===== src/rtl/dsp_stream_mixer.sv =====
// dsp_stream_mixer
//   Takes 32-bit words from the HPS FIFO, extracts the top SAMPLE_WIDTH bits
//   as a two's complement sample and routes them to the left/right audio-out
//   FIFOs in mono-duplicate, stereo-interleaved (L word first) or mute mode.
//   Each channel gets a saturating unsigned gain (unity = 2^(GAIN_WIDTH-1)).
//   A thermometer peak-hold LED meter tracks output level with timed decay.
//
// Ports
//   clk, reset_n       clock (rising edge), asynchronous active-low reset
//   mode               0 mono, 1 stereo, 2/3 mute
//   gain_l, gain_r     per-channel unsigned gain
//   valid_in_fifo,
//   ready_out_fifo,
//   stream_in          input word stream from the HPS FIFO
//   ready_in_audio,
//   valid_out_audioL/R,
//   stream_outL/R      registered sample pair towards the audio-out FIFOs
//   LEDS               peak meter, LED0 = lowest level
module dsp_stream_mixer #(
    parameter int unsigned IN_WIDTH     = 32,
    parameter int unsigned SAMPLE_WIDTH = 24,
    parameter int unsigned GAIN_WIDTH   = 8,
    parameter int unsigned LED_COUNT    = 10,
    parameter int unsigned DECAY_CYCLES = 5000000
) (
    input  logic                    clk,
    input  logic                    reset_n,
    input  logic [1:0]              mode,
    input  logic [GAIN_WIDTH-1:0]   gain_l,
    input  logic [GAIN_WIDTH-1:0]   gain_r,
    input  logic                    valid_in_fifo,
    output logic                    ready_out_fifo,
    input  logic [IN_WIDTH-1:0]     stream_in,
    input  logic                    ready_in_audio,
    output logic                    valid_out_audioL,
    output logic                    valid_out_audioR,
    output logic [SAMPLE_WIDTH-1:0] stream_outL,
    output logic [SAMPLE_WIDTH-1:0] stream_outR,
    output logic [LED_COUNT-1:0]    LEDS
);

    localparam int unsigned PROD_WIDTH = SAMPLE_WIDTH + GAIN_WIDTH + 1;
    localparam int unsigned CNT_WIDTH  = (DECAY_CYCLES > 1) ? $clog2(DECAY_CYCLES) : 1;

    localparam logic [SAMPLE_WIDTH-1:0] SAMPLE_MAX = {1'b0, {(SAMPLE_WIDTH-1){1'b1}}};
    localparam logic [SAMPLE_WIDTH-1:0] SAMPLE_MIN = {1'b1, {(SAMPLE_WIDTH-1){1'b0}}};
    localparam logic signed [PROD_WIDTH-1:0] SCALED_MAX =
        {{(GAIN_WIDTH+2){1'b0}}, {(SAMPLE_WIDTH-1){1'b1}}};
    localparam logic signed [PROD_WIDTH-1:0] SCALED_MIN =
        {{(GAIN_WIDTH+2){1'b1}}, {(SAMPLE_WIDTH-1){1'b0}}};

    typedef enum logic { PHASE_L, PHASE_R } phase_t;
    typedef enum logic [1:0] {
        MODE_MONO     = 2'd0,
        MODE_STEREO   = 2'd1,
        MODE_MUTE     = 2'd2,
        MODE_MUTE_ALT = 2'd3
    } mode_t;

    // Signed sample times unsigned gain, scaled back by the unity weight with
    // an arithmetic shift (floor), then clamped to the sample range.
    function automatic logic [SAMPLE_WIDTH-1:0] applyGain(
        input logic [SAMPLE_WIDTH-1:0] sample,
        input logic [GAIN_WIDTH-1:0]   gain
    );
        logic signed [PROD_WIDTH-1:0] sampleExt;
        logic signed [PROD_WIDTH-1:0] gainExt;
        logic signed [PROD_WIDTH-1:0] product;
        logic signed [PROD_WIDTH-1:0] scaled;
        sampleExt = {{(GAIN_WIDTH+1){sample[SAMPLE_WIDTH-1]}}, sample};
        gainExt   = {{(SAMPLE_WIDTH+1){1'b0}}, gain};
        product   = sampleExt * gainExt;
        scaled    = product >>> (GAIN_WIDTH - 1);
        if (scaled > SCALED_MAX) return SAMPLE_MAX;
        if (scaled < SCALED_MIN) return SAMPLE_MIN;
        return scaled[SAMPLE_WIDTH-1:0];
    endfunction

    // |x| with the most negative value clamped to the positive maximum.
    function automatic logic [SAMPLE_WIDTH-1:0] magnitude(input logic [SAMPLE_WIDTH-1:0] x);
        if (!x[SAMPLE_WIDTH-1]) return x;
        if (x == SAMPLE_MIN) return SAMPLE_MAX;
        return '0 - x;
    endfunction

    phase_t                  phase, phaseNext;
    logic [SAMPLE_WIDTH-1:0] holdSample, holdSampleNext;
    logic                    validOut, validOutNext;
    logic [SAMPLE_WIDTH-1:0] outL, outLNext, outR, outRNext;
    logic [LED_COUNT-1:0]    leds, ledsNext;
    logic [CNT_WIDTH-1:0]    decayCnt, decayCntNext;
    logic [1:0]              prevMode;

    mode_t                   modeSel;
    logic                    modeChanged;
    phase_t                  effPhase;
    logic                    accept;
    logic                    consume;
    logic                    loadPair;
    logic                    decayWrap;
    logic [SAMPLE_WIDTH-1:0] sample;
    logic [SAMPLE_WIDTH-1:0] pairL, pairR;
    logic [SAMPLE_WIDTH-1:0] magL, magR, mag;
    logic [LED_COUNT-1:0]    bar;

    assign sample         = stream_in[IN_WIDTH-1 -: SAMPLE_WIDTH];
    assign ready_out_fifo = !validOut || ready_in_audio;

    generate
        if (IN_WIDTH > SAMPLE_WIDTH) begin : gUnusedLow
            logic unusedLowBits;
            assign unusedLowBits = ^stream_in[IN_WIDTH-SAMPLE_WIDTH-1:0];
        end
    endgenerate

    always_comb begin
        phaseNext      = phase;
        holdSampleNext = holdSample;
        validOutNext   = validOut;
        outLNext       = outL;
        outRNext       = outR;
        ledsNext       = leds;
        decayCntNext   = decayCnt;
        loadPair       = 1'b0;
        pairL          = '0;
        pairR          = '0;
        magL           = '0;
        magR           = '0;
        mag            = '0;
        bar            = '0;

        modeSel     = mode_t'(mode);
        modeChanged = (mode != prevMode);
        accept      = valid_in_fifo && ready_out_fifo;
        consume     = validOut && ready_in_audio;
        // A word accepted in the mode-change cycle already sees phase L, so it
        // starts a fresh stereo pair instead of completing a stale one.
        effPhase    = modeChanged ? PHASE_L : phase;

        if (modeChanged) begin
            phaseNext      = PHASE_L;
            holdSampleNext = '0;
        end

        if (accept) begin
            case (modeSel)
                MODE_MONO: begin
                    loadPair = 1'b1;
                    pairL    = applyGain(sample, gain_l);
                    pairR    = applyGain(sample, gain_r);
                end
                MODE_STEREO: begin
                    if (effPhase == PHASE_L) begin
                        holdSampleNext = sample;
                        phaseNext      = PHASE_R;
                    end else begin
                        loadPair  = 1'b1;
                        pairL     = applyGain(holdSample, gain_l);
                        pairR     = applyGain(sample, gain_r);
                        phaseNext = PHASE_L;
                    end
                end
                default: begin
                    loadPair = 1'b1;
                end
            endcase
        end

        // Loading takes priority over consuming so back-to-back pairs leave no bubble.
        if (loadPair) begin
            validOutNext = 1'b1;
            outLNext     = pairL;
            outRNext     = pairR;
        end else if (consume) begin
            validOutNext = 1'b0;
        end

        decayWrap    = (decayCnt == CNT_WIDTH'(DECAY_CYCLES - 1));
        decayCntNext = decayWrap ? '0 : decayCnt + CNT_WIDTH'(1);

        magL = magnitude(pairL);
        magR = magnitude(pairR);
        mag  = (magL > magR) ? magL : magR;
        for (int unsigned k = 0; k < LED_COUNT; k++) begin
            bar[k] = (mag >= (SAMPLE_WIDTH'(1) << (SAMPLE_WIDTH - 1 - LED_COUNT + k)));
        end

        if (decayWrap) ledsNext = leds >> 1;
        if (loadPair)  ledsNext = ledsNext | bar;
    end

    always_ff @(posedge clk or negedge reset_n) begin
        if (!reset_n) begin
            phase      <= PHASE_L;
            holdSample <= '0;
            validOut   <= 1'b0;
            outL       <= '0;
            outR       <= '0;
            leds       <= '0;
            decayCnt   <= '0;
            prevMode   <= '0;
        end else begin
            phase      <= phaseNext;
            holdSample <= holdSampleNext;
            validOut   <= validOutNext;
            outL       <= outLNext;
            outR       <= outRNext;
            leds       <= ledsNext;
            decayCnt   <= decayCntNext;
            prevMode   <= mode;
        end
    end

    assign valid_out_audioL = validOut;
    assign valid_out_audioR = validOut;
    assign stream_outL      = outL;
    assign stream_outR      = outR;
    assign LEDS             = leds;

endmodule

===== config.mk =====
export PLATFORM = sky130hd
export DESIGN_NAME = dsp_stream_mixer
export DESIGN_NICKNAME = d
export VERILOG_FILES = /design/src/rtl/dsp_stream_mixer.sv
export SDC_FILE = /design/constraint.sdc
export NUM_CORES = 2
export LEC_CHECK = 0
export BUFFER_PORTS_ARGS = -buffer_cell sky130_fd_sc_hd__buf_2
export CAP_MARGIN = 10
export CORE_MARGIN = 2
export CORE_UTILIZATION = 40
export CTS_CLUSTER_SIZE = 10
export DETAILED_ROUTE_END_ITERATION = 6
export SLEW_MARGIN = 20
export SYNTH_ARGS = -nofsm -noshare
export SYNTH_HDL_FRONTEND = slang
export SYNTH_SLANG_ARGS = --single-unit

===== constraint.sdc =====
create_clock -name clk -period 15.43 [get_ports clk]
set_input_delay 2.3145 -clock clk [delete_from_list [all_inputs] [get_ports clk]]
set_output_delay 2.3145 -clock clk [all_outputs]
set_load 0.01 [all_outputs]

Word-level counts from Yosys, hierarchy flattened

Index checks and enable logic that the tools add are counted.

$add $sub $neg: 3
Multipliers: 3
$lt $le $gt $ge: 17
Equality and inequality tests: 5
Multiplexer cells: 79
Bitwise logic cells: 1
Reduce and logical (&&, ||, !) cells: 6

Operators with widths:

| operator              | count |
|---|---|
| $mux 24               | 31 |
| $mul 24x9->33         | 3 |
| $pmux 24 s2           | 2 |
| $gt 26x24->1 const B  | 3 |
| $lt 26x24->1 const B  | 3 |
| $eq 24x24->1 const B  | 2 |
| $sub 1x24->24 const A | 2 |
| $mux 1                | 43 |
| $ge 24x14->1 const B  | 1 |
| $ge 24x15->1 const B  | 1 |
| $ge 24x16->1 const B  | 1 |
| $ge 24x17->1 const B  | 1 |
| $ge 24x18->1 const B  | 1 |
| $ge 24x19->1 const B  | 1 |
| $ge 24x20->1 const B  | 1 |
| $ge 24x21->1 const B  | 1 |
| $ge 24x22->1 const B  | 1 |
| $ge 24x23->1 const B  | 1 |
| $gt 24x24->1          | 1 |
| $add 23x1->23 const B | 1 |
| $eq 23x23->1 const B  | 1 |
| $mux 23               | 1 |
| $mux 10               | 2 |
| $or 10x10->10         | 1 |
| 7 further kinds       | 8 |

Register bits: 109
Bits of input ports: 54
Word-level logic and storage cells: 122

Logic depth before layout (Yosys ltp)

Word-level depth: 25
Depth in mapped cells: 47

Least setup slack after synthesis

OpenSTA, ideal clock, no wires.

Path type: input port to flip-flop
From: in gain_l[5]
To: reg leds[0], in the netlist LEDS[0]
Library setup time: 0.133 ns
Data arrival time: 11.752 ns
Required time: 15.297 ns
Slack: 3.545 ns
Stages on the path: 46
Cells stage by stage: clkbuf_1 -> clkbuf_1 -> nand2_1 -> fa_1 -> inv_1 -> fa_1 -> fa_1 -> inv_1 -> fa_1 -> inv_1 -> ha_1 -> buf_2 -> nor3_1 -> o31a_1 -> or4_4 -> o2111a_2 -> o21bai_4 -> mux2i_2 -> [... 10 more ...] -> nand4_2 -> clkbuf_1 -> nand2_1 -> ha_1 -> a21oi_1 -> nor2b_1 -> o21ai_0 -> nand2b_1 -> a21oi_1 -> o21ai_0 -> a21o_1 -> a21oi_1 -> a31oi_1 -> nor4_1 -> a21boi_0 -> o221ai_2 -> nor4_4 -> a21boi_1

Word-level cells in the longest chain between the ends: 22

RTL lines:

| what                                                  | line | RTL |
|---|---|---|
| start, declared                                       | 29   | `input logic [GAIN_WIDTH-1:0] gain_l,` |
| $mul 24x9->33                                         | 72   | `product = sampleExt * gainExt;` |
| $lt 26x24->1                                          | 75   | `if (scaled < SCALED_MIN) return SAMPLE_MIN;` |
| $mux 1 (2 in series)                                  | 75   |  |
| $mux 1                                                | 153  | `if (effPhase == PHASE_L) begin` |
| $mux 1                                                | 146  | `case (modeSel)` |
| $mux 1                                                | 145  | `if (accept) begin` |
| $mux 24                                               | 76   | `return scaled[SAMPLE_WIDTH-1:0];` |
| $mux 24                                               | 75   |  |
| [... 3 more ...]                                      | --   |  |
| branches (longest 4 deep; another with $sub 1x24->24) | --   |  |
| $mux 24 (*)                                           | 82   | `if (x == SAMPLE_MIN) return SAMPLE_MAX;` |
| $gt 24x24->1                                          | 183  | `mag = (magL > magR) ? magL : magR;` |
| $mux 24 (*)                                           | 183  |  |
| $ge 24x14->1 (*)                                      | 185  | `bar[k] = (mag >= (SAMPLE_WIDTH'(1) << (SAMPLE_WIDTH - 1 - LED_COUNT + k)));` |
| $or 10x10->10 (*)                                     | 189  | `if (loadPair) ledsNext = ledsNext \| bar;` |
| $mux 10 (*)                                           | 189  |  |
| named net ledsNext[0]                                 | 90   | `logic [LED_COUNT-1:0] leds, ledsNext;` |
| end signal, assigned                                  | 208  | `leds <= ledsNext;` |
| end, declared                                         | 90   |  |

Mark *: on every way through the listed nets, which the timed path passes. The select of a mux whose other input is x is not followed.
A chain may end at the register's enable or synchronous reset.

Worst setup path after layout

From: in gain_l[5]
To: reg leds[2], in the netlist LEDS[2]

Word-level cells in the longest chain between the ends: 22

RTL lines:

| what                                                  | line |
|---|---|
| $mul 24x9->33                                         | 72 |
| $lt 26x24->1                                          | 75 |
| $mux 1 (2 in series)                                  | 75 |
| $mux 1                                                | 153 |
| $mux 1                                                | 146 |
| $mux 1                                                | 145 |
| $mux 24                                               | 76 |
| $mux 24                                               | 75 |
| [... 3 more ...]                                      | -- |
| branches (longest 4 deep; another with $sub 1x24->24) | -- |
| $mux 24 (*)                                           | 82 |
| $gt 24x24->1                                          | 183 |
| $mux 24 (*)                                           | 183 |
| $ge 24x16->1 (*)                                      | 185 |
| $or 10x10->10 (*)                                     | 189 |
| $mux 10 (*)                                           | 189 |
| named net ledsNext[2]                                 | 90 |

Marks and branches as above.

==> metrics.csv <==
metric,value,unit
rrSetupSlack,4.70,ns
hpwl,62400,um
post-route-min-period,12.97,ns
cts_resized,0,
synth_flop_cell,dfrtp_1,
finalWorstSetupSlack,2.46,ns
skew,0.0257,ns
h-tree-depth,3,
rr_endpoint,LEDS[2],
hold_viol_final,0,
portBuffers,106,
drc,0,
path_class,in -> reg,
required,15.69,ns
synth_enable_flop_cells,0,
tritoncts,done,
placed_area,29900,um^2
post-route-period-util,0.841,
core_area,71200,um^2
synth_top_area_share,0.312,
status,"finished, final reports clean",
root_buffer,clkbuf_16,
clock-sinks,109,
ioPinCount,115,
fmax,77.1,MHz
cts_hold_buffers,0,
clk_path_buf_depth,2,
worstMarginPinSlew,1.09,ns
synth_area,28600,um^2
async_flop_share,1.00,
grt_usage,0.216,
drt_iter0_markers,1575,
yosys.area.top_type,fa_1,
cp_num_buf_inv,8,
synthesis.nets,4267,
dr_total_vias,23583,
clk-insertion-delay-late,0.41,ns
cp.depth,43,
grt_use_met2,0.335,
synth_area_leaders,"fa_1 31%, dfrtp_1 9.5%, ha_1 9.3%",
grt_max_degree,79,
finalSetupTns,0,ns
die_w,272,um
initial_core_util,0.402,
pre_cts_ws,2.10,ns
grt_pass1_vias,23460,
slew-limit-headroom,0.274,
worst_path_max_delay_cell,o41ai_2,
cp_max_fo,30,
use_met1,0.323,
wl_per_cell,17.4,um
max_cap_violations,0,
grt.overflow.total,0,
synth_area_per_cell,8.07,um^2
rsz0062_at_grt,false,
vias_per_cell,5.28,
ant_nets,0,
reg2regPathDepth,41,
dieArea,73800,um^2
rows,98,
path_delay_family,compound AO/OA/AOI/OAI gates,
antenna_found_initial,8,
hold_path.class,reg -> reg,
routed_wl,77800,um
post_cts_buffers,0,
ys_seq_elements,109,
worstSetupEndpoint,LEDS[2],
crit_start,gain_l[5],
synth_cell_types,107,
area_delta_synth_final,5.34,%
yosysSeqAreaShare,0.0952,
cts_buffers,9,
gr-max-usage-layer,met2,
fin_nets,4227,
setup_violations,0,
met3_usage,0.0288,
synth_cells,3552,
design_area,30200,um^2
crit_arrival,13.23,ns
grt_pass1_wl,128000,um
dr.pass1.iters,5,
fillers,7336,
clk_pin_slew,0.08,ns
endpoint_kind,register,
critPathLaunchType,primary input,
die_height,272,um
maxSlewViolCount,0,
r2r_start,holdSample[7],
critPathMaxStageDelay,0.57,ns
globalplace.congestion,0.943,
yosys_warnings,0,
drive_gt1_frac,0.0591,
[cells by family (layout without fill, tap and decap cells)]
family,after synthesis,after routing,synth area share
DFF,109,109,0.0952
adders and majority gates,661,661,0.406
AOI/OAI and AO/OA,566,566,0.132
other,0,3,0
buffers and inverters,830,795,0.110
muxes,17,17,0.00611
and+or+nand+nor,1250,1250,0.214
xor gates and xnor gates,119,119,0.0369
[Yosys cell counts, types with 15 or more instances]
master	n
a21oi_1	138
a31oi_1	16
xnor2_1	62
o211ai_1	18
dfrtp_1	109
nor2_1	137
ha_1	214
xor2_1	55
nand3_1	40
nor3_1	47
nand4_1	23
a21o_1	17
mux2i_1	15
o21ai_0	151
a211oi_1	21
clkbuf_1	154
and3_1	25
inv_1	654
o21a_1	25
nand2_1	551
and2_1	318
fa_1	447
[cells in the final DEF (no fill, tap or decap), types with 11 or more instances in the layout]
master / count
o21a_1: 25
nor2b_1: 12
o21ai_1: 14
inv_1: 654
and2_1: 318
xnor2_1: 62
mux2i_1: 15
buf_4: 20
buf_2: 105
nand2_1: 551
a21oi_1: 138
nor2_1: 134
fa_1: 447
nand2b_1: 13
nor4_1: 11
dfrtp_1: 109
ha_1: 214
a221oi_1: 13
nand3_1: 40
nand4_1: 23
o211ai_1: 18
and3_1: 25
xor2_1: 55
a31oi_1: 16
a211oi_1: 21
or3_1: 12
a21o_1: 17
or2_2: 13
nor3_1: 45
o21ai_0: 151
[stage by stage]
stage,hold WS (ns),std cells,utilization
2_1_floorplan,0.439,3552,-
3_3_place_gp,0.456,4451,0.419
3_5_place_dp,0.458,4451,0.419
4_1_cts,0.475,4467,0.423
5_1_grt,0.498,4470,0.424
6_report,0.469,4470,0.424
[layer usage]
metal,wire [um],up-vias
li1,-,11187
met1,37900,11790
met2,34400,547
met3,4510,53
met4,1010,6
met5,35,-
[state kept, by name (all words and copies together), names as in the netlist]
name	cells
LEDS	10
decayCnt	23
holdSample	24
phase	1
prevMode	2
stream_outL	24
stream_outR	24
valid_out_audioL	1
[worst min path at each step]
stage	from	to	slack (ns)	cells past startpoint
after floorplan	decayCnt[4]	decayCnt[4]	0.44	1
after global placement	stream_outL[20]	stream_outL[20]	0.46	2
after detailed placement	decayCnt[4]	decayCnt[4]	0.46	1
after CTS	decayCnt[4]	decayCnt[4]	0.48	1
after global routing	decayCnt[4]	decayCnt[4]	0.50	1
final	stream_outL[20]	stream_outL[20]	0.47	2
[cell type report]
type / count / area, um^2 / area share
clock buffers: 9 / 225 / 0.00746
well taps: 950 / 1190 / 0.0394
repair buffers: 125 / 676 / 0.0224
clock inverters: 7 / 91.3 / 0.00303
flip-flops and latches: 109 / 2730 / 0.0904
multi-input cells: 2613 / 22800 / 0.756
diodes: 3 / 7.51 / 0.000249
inverters: 654 / 2450 / 0.0813
[worst reg2reg max path: cells and delay by family (launching register included)]
family          cells  cell delay, ns
xor+xnor            1            0.24
compound gates     16            3.40
simple gates       11            2.68
buf+inv             6            0.63
flops               1            0.53
fa+ha+maj           7            3.07
Power is not shown: default switching activity piles up to over one toggle a cycle in this logic, so the estimate is an artifact.
